`src/rtl/ghost_motion_unit.sv`:
```
// Red-ghost controller: one-second tick, LFSR direction picker and
// frame-stepped position engine with wall blocking and screen clamping.
module ghost_motion_unit #(
  parameter int unsigned CLK_HZ    = 50000000,
  parameter int unsigned START_X   = 320,
  parameter int unsigned START_Y   = 240,
  parameter int unsigned SIZE      = 13,
  parameter int unsigned STEP      = 1,
  parameter int unsigned X_MAX     = 639,
  parameter int unsigned Y_MAX     = 479,
  parameter logic [15:0] LFSR_SEED = 16'hACE1
) (
  input  logic        Clk,
  input  logic        Reset,
  input  logic        frame_clk,
  input  logic        lifeDown,
  input  logic        restart,
  input  logic [4:0]  mapL,
  input  logic [4:0]  mapR,
  input  logic [4:0]  mapT,
  input  logic [4:0]  mapB,
  output logic [9:0]  redghostX,
  output logic [9:0]  redghostY,
  output logic [9:0]  redghostS,
  output logic [7:0]  randomkeycode,
  output logic        sec,
  output logic [31:0] counter_out
);

  localparam int unsigned PW = 10;
  localparam int unsigned CW = 32;
  localparam int unsigned LW = 16;

  localparam logic [CW-1:0] CNT_LAST = CW'(CLK_HZ - 1);

  localparam logic [PW-1:0] X_START   = PW'(START_X);
  localparam logic [PW-1:0] Y_START   = PW'(START_Y);
  localparam logic [PW-1:0] STEP_V    = PW'(STEP);
  localparam logic [PW-1:0] X_LO      = PW'(SIZE);
  localparam logic [PW-1:0] X_HI      = PW'(X_MAX - SIZE);
  localparam logic [PW-1:0] Y_LO      = PW'(SIZE);
  localparam logic [PW-1:0] Y_HI      = PW'(Y_MAX - SIZE);
  // Thresholds compared before any add/subtract so nothing wraps.
  localparam logic [PW-1:0] X_LO_STEP = PW'(SIZE + STEP);
  localparam logic [PW-1:0] Y_LO_STEP = PW'(SIZE + STEP);
  localparam logic [PW-1:0] X_HI_STEP = PW'(X_MAX - SIZE - STEP);
  localparam logic [PW-1:0] Y_HI_STEP = PW'(Y_MAX - SIZE - STEP);

  localparam logic [7:0] KEY_UP    = 8'h1A;
  localparam logic [7:0] KEY_LEFT  = 8'h04;
  localparam logic [7:0] KEY_DOWN  = 8'h16;
  localparam logic [7:0] KEY_RIGHT = 8'h07;

  logic [LW-1:0] lfsr;
  logic [LW-1:0] lfsr_next_c;
  logic          frame_d;
  logic          move_stb_c;
  logic [7:0]    key_pick_c;
  logic [PW-1:0] x_next_c;
  logic [PW-1:0] y_next_c;

  assign redghostS = PW'(SIZE);

  // x^16 + x^14 + x^13 + x^11 + 1, shifting toward the MSB.
  assign lfsr_next_c = {lfsr[LW-2:0], lfsr[15] ^ lfsr[13] ^ lfsr[12] ^ lfsr[10]};
  assign move_stb_c  = frame_clk & ~frame_d;

  always_comb begin
    key_pick_c = KEY_RIGHT;
    case (lfsr[1:0])
      2'b00:   key_pick_c = KEY_UP;
      2'b01:   key_pick_c = KEY_LEFT;
      2'b10:   key_pick_c = KEY_DOWN;
      default: key_pick_c = KEY_RIGHT;
    endcase
  end

  // Next position: start override, otherwise one blocked/clamped step.
  always_comb begin
    x_next_c = redghostX;
    y_next_c = redghostY;
    if (lifeDown || restart) begin
      x_next_c = X_START;
      y_next_c = Y_START;
    end else if (move_stb_c) begin
      case (randomkeycode)
        KEY_UP: begin
          if (mapT == 5'd0)
            y_next_c = (redghostY < Y_LO_STEP) ? Y_LO : redghostY - STEP_V;
        end
        KEY_DOWN: begin
          if (mapB == 5'd0)
            y_next_c = (redghostY > Y_HI_STEP) ? Y_HI : redghostY + STEP_V;
        end
        KEY_LEFT: begin
          if (mapL == 5'd0)
            x_next_c = (redghostX < X_LO_STEP) ? X_LO : redghostX - STEP_V;
        end
        KEY_RIGHT: begin
          if (mapR == 5'd0)
            x_next_c = (redghostX > X_HI_STEP) ? X_HI : redghostX + STEP_V;
        end
        default: begin
          x_next_c = redghostX;
          y_next_c = redghostY;
        end
      endcase
    end
  end

  always_ff @(posedge Clk) begin
    if (!Reset) begin
      counter_out   <= '0;
      sec           <= 1'b0;
      lfsr          <= LFSR_SEED;
      randomkeycode <= KEY_RIGHT;
      frame_d       <= 1'b0;
      redghostX     <= X_START;
      redghostY     <= Y_START;
    end else begin
      if (counter_out == CNT_LAST) begin
        counter_out <= '0;
        sec         <= 1'b1;
      end else begin
        counter_out <= counter_out + CW'(1);
        sec         <= 1'b0;
      end
      lfsr <= lfsr_next_c;
      if (sec)
        randomkeycode <= key_pick_c;
      frame_d   <= frame_clk;
      redghostX <= x_next_c;
      redghostY <= y_next_c;
    end
  end

endmodule

```
`config.mk`:
```
export PLATFORM = sky130hd
export DESIGN_NAME = ghost_motion_unit
export DESIGN_NICKNAME = d
export VERILOG_FILES = /design/src/rtl/ghost_motion_unit.sv
export SDC_FILE = /design/constraint.sdc
export NUM_CORES = 1
export LEC_CHECK = 0
export ABC_AREA = 1
export CORE_ASPECT_RATIO = 1.4
export CORE_MARGIN = 3
export CORE_UTILIZATION = 40
export CTS_BUF_LIST = sky130_fd_sc_hd__clkbuf_4 sky130_fd_sc_hd__clkbuf_8
export DETAILED_ROUTE_END_ITERATION = 8
export PLACE_DENSITY = 0.65
export RECOVER_POWER = 100
export SETUP_SLACK_MARGIN = 0.4
export SLEW_MARGIN = 0
export SYNTH_ARGS = -nofsm -noshare
export SYNTH_HDL_FRONTEND = slang
export SYNTH_SLANG_ARGS = --single-unit
```
`constraint.sdc`:
```
create_clock -name Clk -period 1.7 [get_ports Clk]
set_input_delay 0.425 -clock Clk [delete_from_list [all_inputs] [get_ports Clk]]
set_output_delay 0.425 -clock Clk [all_outputs]
set_load 0.03 [all_outputs]
```
After elaboration in Yosys (flattened, before gate mapping) --
Cells that the tools add are included. W data, S select, Z words.
Word-level totals: logic and storage cells 57, input bits 25, output and inout bits 71, bits in registers 78
Cells by class: equal/unequal tests 11, add/sub/neg operators 5, reductions and logical operators 12, bitwise logic cells 6, magnitude comparators 4, mux-type cells 12
Operators with widths (number):
- $mux W10 | 8
- $pmux W10 S2 | 2
- $add A32 B1 Y32 const B | 1
- $eq A32 B26 Y1 const B | 1
- $add A10 B1 Y10 const B | 2
- $logic_not A5 Y1 | 4
- $lt A10 B4 Y1 const B | 2
- $sub A10 B1 Y10 const B | 2
- $eq A8 B3 Y1 const B | 2
- $eq A8 B5 Y1 const B | 2
- $pmux W5 S3 | 1
- $gt A10 B10 Y1 const B | 1
- $gt A10 B9 Y1 const B | 1
- $ne A2 B2 Y1 const B | 4
- $reduce_and A4 Y1 | 2
- $reduce_bool A2 Y1 | 2
- $reduce_or A2 Y1 | 2
- $xor A1 B1 Y1 | 3
- $eq A2 B1 Y1 const B | 1
- $eq A2 B2 Y1 const B | 1
- $logic_not A2 Y1 | 1
- $not A1 Y1 | 2
- $and A1 B1 Y1 | 1
- $logic_or A1 B1 Y1 | 1
- $mux W1 | 1

Logic depth before layout (Yosys ltp) --
depth in word-level cells 4, gate-level depth with buffers 12, mapped depth without buffers 12

Worst setup path before layout --
OpenSTA, ideal clock, no wires.
path type reg-to-reg, start point register counter_out[0], end point register counter_out[0], data arrival time 1.668 ns, buffers on the path 1, cell stages (with the launch flop) 10, slack -0.103 ns, setup time 0.135 ns, data required time 1.565 ns, period minus slack after synthesis 1.803 ns, cells stage by stage dfxtp_1 ha_1 nand3_2 inv_2 nand4_1 nor3_1 nand2_1 nand2_2 buf_6 nor2_1
Between the ends: word-level cells in the longest chain between the ends 2, elaborated cells between the ends (all ways) 3, those cells by class add/sub: 1; eq/ne: 1; reduce/logical: 1
Ends and longest elaborated chain:
- start, declared | RTL line 27 | output logic [31:0] counter_out
- start signal, assigned | RTL line 125 | counter_out <= counter_out + CW'(1);
- branches (longest 2 deep; another with $add A32 B1 Y32)
Parallel ways; which one is timed is not known. A chain may end at the register's enable or synchronous reset.

Final worst setup path --
start point register redghostX[1], end point output port redghostX[1]
RTL lines:
- start, declared | RTL line 22 | output logic [9:0] redghostX,
- start signal, assigned | RTL line 132 | redghostX <= x_next_c;
No word-level cell between the ends.

==> flow_metrics.env <==
export IMPL_outcome="finished clean"
export IMPL_syn2layout_area_growth_pct=57.0
export IMPL_min_path_type="register to register"
export IMPL_cts_tree="yes"
export IMPL_syn_inst=726
export IMPL_die_h_um=133
export IMPL_timing_final_ws_setup_ns=0.125
export IMPL_period_share=0.927
export IMPL_power_uw=3560
export IMPL_postSynthRegisterBits=75
export IMPL_timing_critical_path_arrival_ns=1.15
export IMPL_place_detailed_hpwl_um=11200
export IMPL_numnets_final=919
export IMPL_drt_total_wl_um=15700
export IMPL_drtAntennaViolNets=0
export IMPL_synth_edf_count=0
export IMPL_post_route_min_period_ns=1.58
export IMPL_yosys_most_used_dff="sky130_fd_sc_hd__dfxtp_1"
export IMPL_yosysWarnings=0
export IMPL_cts_max_path_buffers=2
export IMPL_drv_slew=0
export IMPL_wire_per_inst_um=15.2
export IMPL_worstPathMaxFanout=4
export IMPL_viasPerCell=5.09
export IMPL_routed_via_count=5259
export IMPL_grt_start_max_net_pins=17
export IMPL_syn_area_sq_um=4600
export IMPL_gpl_final_weighted_congestion=0.915
export IMPL_grt_pass1_wl_um=24400
export IMPL_cts_hold_buf=0
export IMPL_share_of_layout_cells_above_drive_strength_1=0.373
export IMPL_post_synth_top_area_fraction=0.326
export IMPL_reg_clk_slew_reported_paths_ns=0.09
export IMPL_layout_cell_area_non_filler_sq_um=7230
export IMPL_boundaryPins=96
export IMPL_top_area_cells_in_the_synthesized_netlist="sky130_fd_sc_hd__dfxtp_1 33%, sky130_fd_sc_hd__nand2_1 16%, sky130_fd_sc_hd__nor2_1 8.3%"
export IMPL_cts_htree_levels=3
export IMPL_dr_pass1_iters=5
export IMPL_setup_violations=0
export IMPL_cts_sinks=75
export IMPL_synth_largest_area_cell="sky130_fd_sc_hd__dfxtp_1"
export IMPL_initial_antenna_violation_count=0
export IMPL_floorplan_core_area_sq_um=11000
export IMPL_die_area_sq_um=12800
export IMPL_gr_usage_all_layers=0.231
export IMPL_cp_required_ns=1.27
export IMPL_grt_pass1_vias=5166
export IMPL_placement_cell_area_sq_um=5970
export IMPL_timing_setup_critical_path_class="register to output pin"
export IMPL_cts_made_buffers=9
export IMPL_cts_root_buf="sky130_fd_sc_hd__clkbuf_8"
export IMPL_startpoint_type="register"
export IMPL_port_buffer_count=82
export IMPL_total_leakage_power_uw=0.00314
export IMPL_chip_width_um=96.7
export IMPL_ys_async_sr_fraction=0
export IMPL_insertedDiodeCount=0
export IMPL_ir_worst_vdd_mv=0.699
export IMPL_start_util=0.417
export IMPL_dpl_worst_slack_ns=-0.227
export IMPL_detail_route_iter0_violations=199
export IMPL_rsz0062_at_grt="true"
export IMPL_power_density_nw_per_um2=492
export IMPL_globalRouteOverflowTotal=0
export IMPL_worst_setup_path_end_kind="output pin"
export IMPL_max_cap_violations=0
export IMPL_timing_setup_tns_ns=0
export IMPL_post_route_drc_count=0
export IMPL_synthesized_area_per_cell_sq_um=6.34
export IMPL_synth_seq_area_share=0.326
export IMPL_placement_rows=45
export IMPL_finalHoldViolCount=0
export IMPL_finalClockSkew_ns=0.00943
export IMPL_maxClockFrequency_ghz=0.635
export IMPL_insertion_delay_ns=0.35
export IMPL_netlist_cell_types=37
==> registers in the layout, indices dropped and copies added (netlist names) <==
| signal | flops |
|---|---|
| redghostY | 10 |
| redghostX | 10 |
| counter_out | 32 |
| lfsr | 16 |
| sec | 1 |
| frame_d | 1 |
| randomkeycode | 5 |
==> path summary, 6_finish.rpt <==
kind                     from           end  slack (ns)  cells past startpoint
max              redghostX[1]  redghostX[1]        0.12                      2
min                   lfsr[8]       lfsr[9]        0.42                      2
max reg2reg  randomkeycode[4]  redghostY[7]        0.13                      8
min reg2reg           lfsr[8]       lfsr[9]        0.42                      2
==> area by class of cell <==
class                   count  area [sq um]
fillers                  1007          3810
multi-input cells         543          3280
repair buffers            163          1600
flip-flops and latches     75          1570
inverters                  95           384
well taps                 141           176
clock buffers               9           124
clock inverters             7          90.1
==> per-layer routing <==
metal	part of all wire	vias to the layer above	routed length, um	global-route usage
li1	-	2594	-	-
met1	0.37	2428	5830	0.243
met2	0.53	190	8390	0.432
met3	0.054	47	843	0.0427
met4	0.043	0	678	0.119
met5	0	-	0	0
==> cell usage after synthesis (5+ instances only) <==
cell type	instances
sky130_fd_sc_hd__nand2_1	202
sky130_fd_sc_hd__nor2_1	102
sky130_fd_sc_hd__inv_1	88
sky130_fd_sc_hd__dfxtp_1	75
sky130_fd_sc_hd__nand3_1	58
sky130_fd_sc_hd__a21oi_1	33
sky130_fd_sc_hd__o21ai_0	22
sky130_fd_sc_hd__xor2_1	22
sky130_fd_sc_hd__nor3_1	20
sky130_fd_sc_hd__buf_4	15
sky130_fd_sc_hd__nand4_1	14
sky130_fd_sc_hd__or2_2	9
sky130_fd_sc_hd__ha_1	7
sky130_fd_sc_hd__inv_2	6
sky130_fd_sc_hd__buf_2	5
sky130_fd_sc_hd__nor3_2	5
sky130_fd_sc_hd__xnor2_1	5
==> placed cells by master (no fill, tap or decap), types with 13 or more instances in the layout <==
cell type	instances
sky130_fd_sc_hd__xor2_1	22
sky130_fd_sc_hd__buf_4	55
sky130_fd_sc_hd__dlygate4sd2_1	15
sky130_fd_sc_hd__nor2_2	16
sky130_fd_sc_hd__nor2_1	73
sky130_fd_sc_hd__dfxtp_1	57
sky130_fd_sc_hd__dfxtp_4	18
sky130_fd_sc_hd__a21oi_1	23
sky130_fd_sc_hd__nand2_1	168
sky130_fd_sc_hd__inv_2	15
sky130_fd_sc_hd__inv_1	71
sky130_fd_sc_hd__nand3_1	44
sky130_fd_sc_hd__conb_1	13
sky130_fd_sc_hd__nand4_1	14
sky130_fd_sc_hd__nand2_4	13
sky130_fd_sc_hd__buf_6	74
sky130_fd_sc_hd__nor2_4	21
sky130_fd_sc_hd__nor3_1	13
sky130_fd_sc_hd__nand2_2	23
==> per-stage QoR <==
stage | utilization | hold slack [ns] | std cells
after CTS | 0.624 | 0.423 | 1017
after global placement | 0.541 | 0.395 | 962
after floorplan | - | 0.390 | 737
final | 0.655 | 0.420 | 1033
after global routing | 0.655 | 0.436 | 1033
after detailed placement | 0.541 | 0.401 | 962
==> cell families (layout without fill, tap and decap cells) <==
| group | after synthesis | after routing | share of synthesized area |
|---|---|---|---|
| multiplexers | 1 | 1 | 0.00217 |
| AO/OA/AOI/OAI | 62 | 62 | 0.0704 |
| AND/OR/NAND/NOR | 431 | 433 | 0.412 |
| buffers and inverters | 121 | 274 | 0.117 |
| flip-flops | 75 | 75 | 0.326 |
| XOR/XNOR | 27 | 27 | 0.0514 |
| adder cells (fa/ha/maj) | 7 | 7 | 0.0190 |
| other | 2 | 13 | 0.00163 |
==> worst max-delay path, stage by stage, from the launching register on <==
cell and delay (ns):
sky130_fd_sc_hd__dfxtp_1 0.46, sky130_fd_sc_hd__clkbuf_1 0.18, sky130_fd_sc_hd__buf_6 0.15
==> timing repair <==
| action | 4_1_cts | 5_1_grt |
|---|---|---|
| buffers inserted | 36 | 16 |
| pin swaps | 63 | 62 |
| cloned | 3 | 0 |
| setup endpoints to repair | 111 | 106 |
| gates resized for setup | 534 | 103 |
==> power breakdown <==
part	leakage (uW)	total [uW]	switching, uW	internal (uW)
sequential	0.000624	1790	22.5	1760
clock	0.000110	1500	775	722
combinational	0.00240	273	154	119
total	0.00314	3560	951	2610
Note: power is estimated with default switching activity, not from simulation.
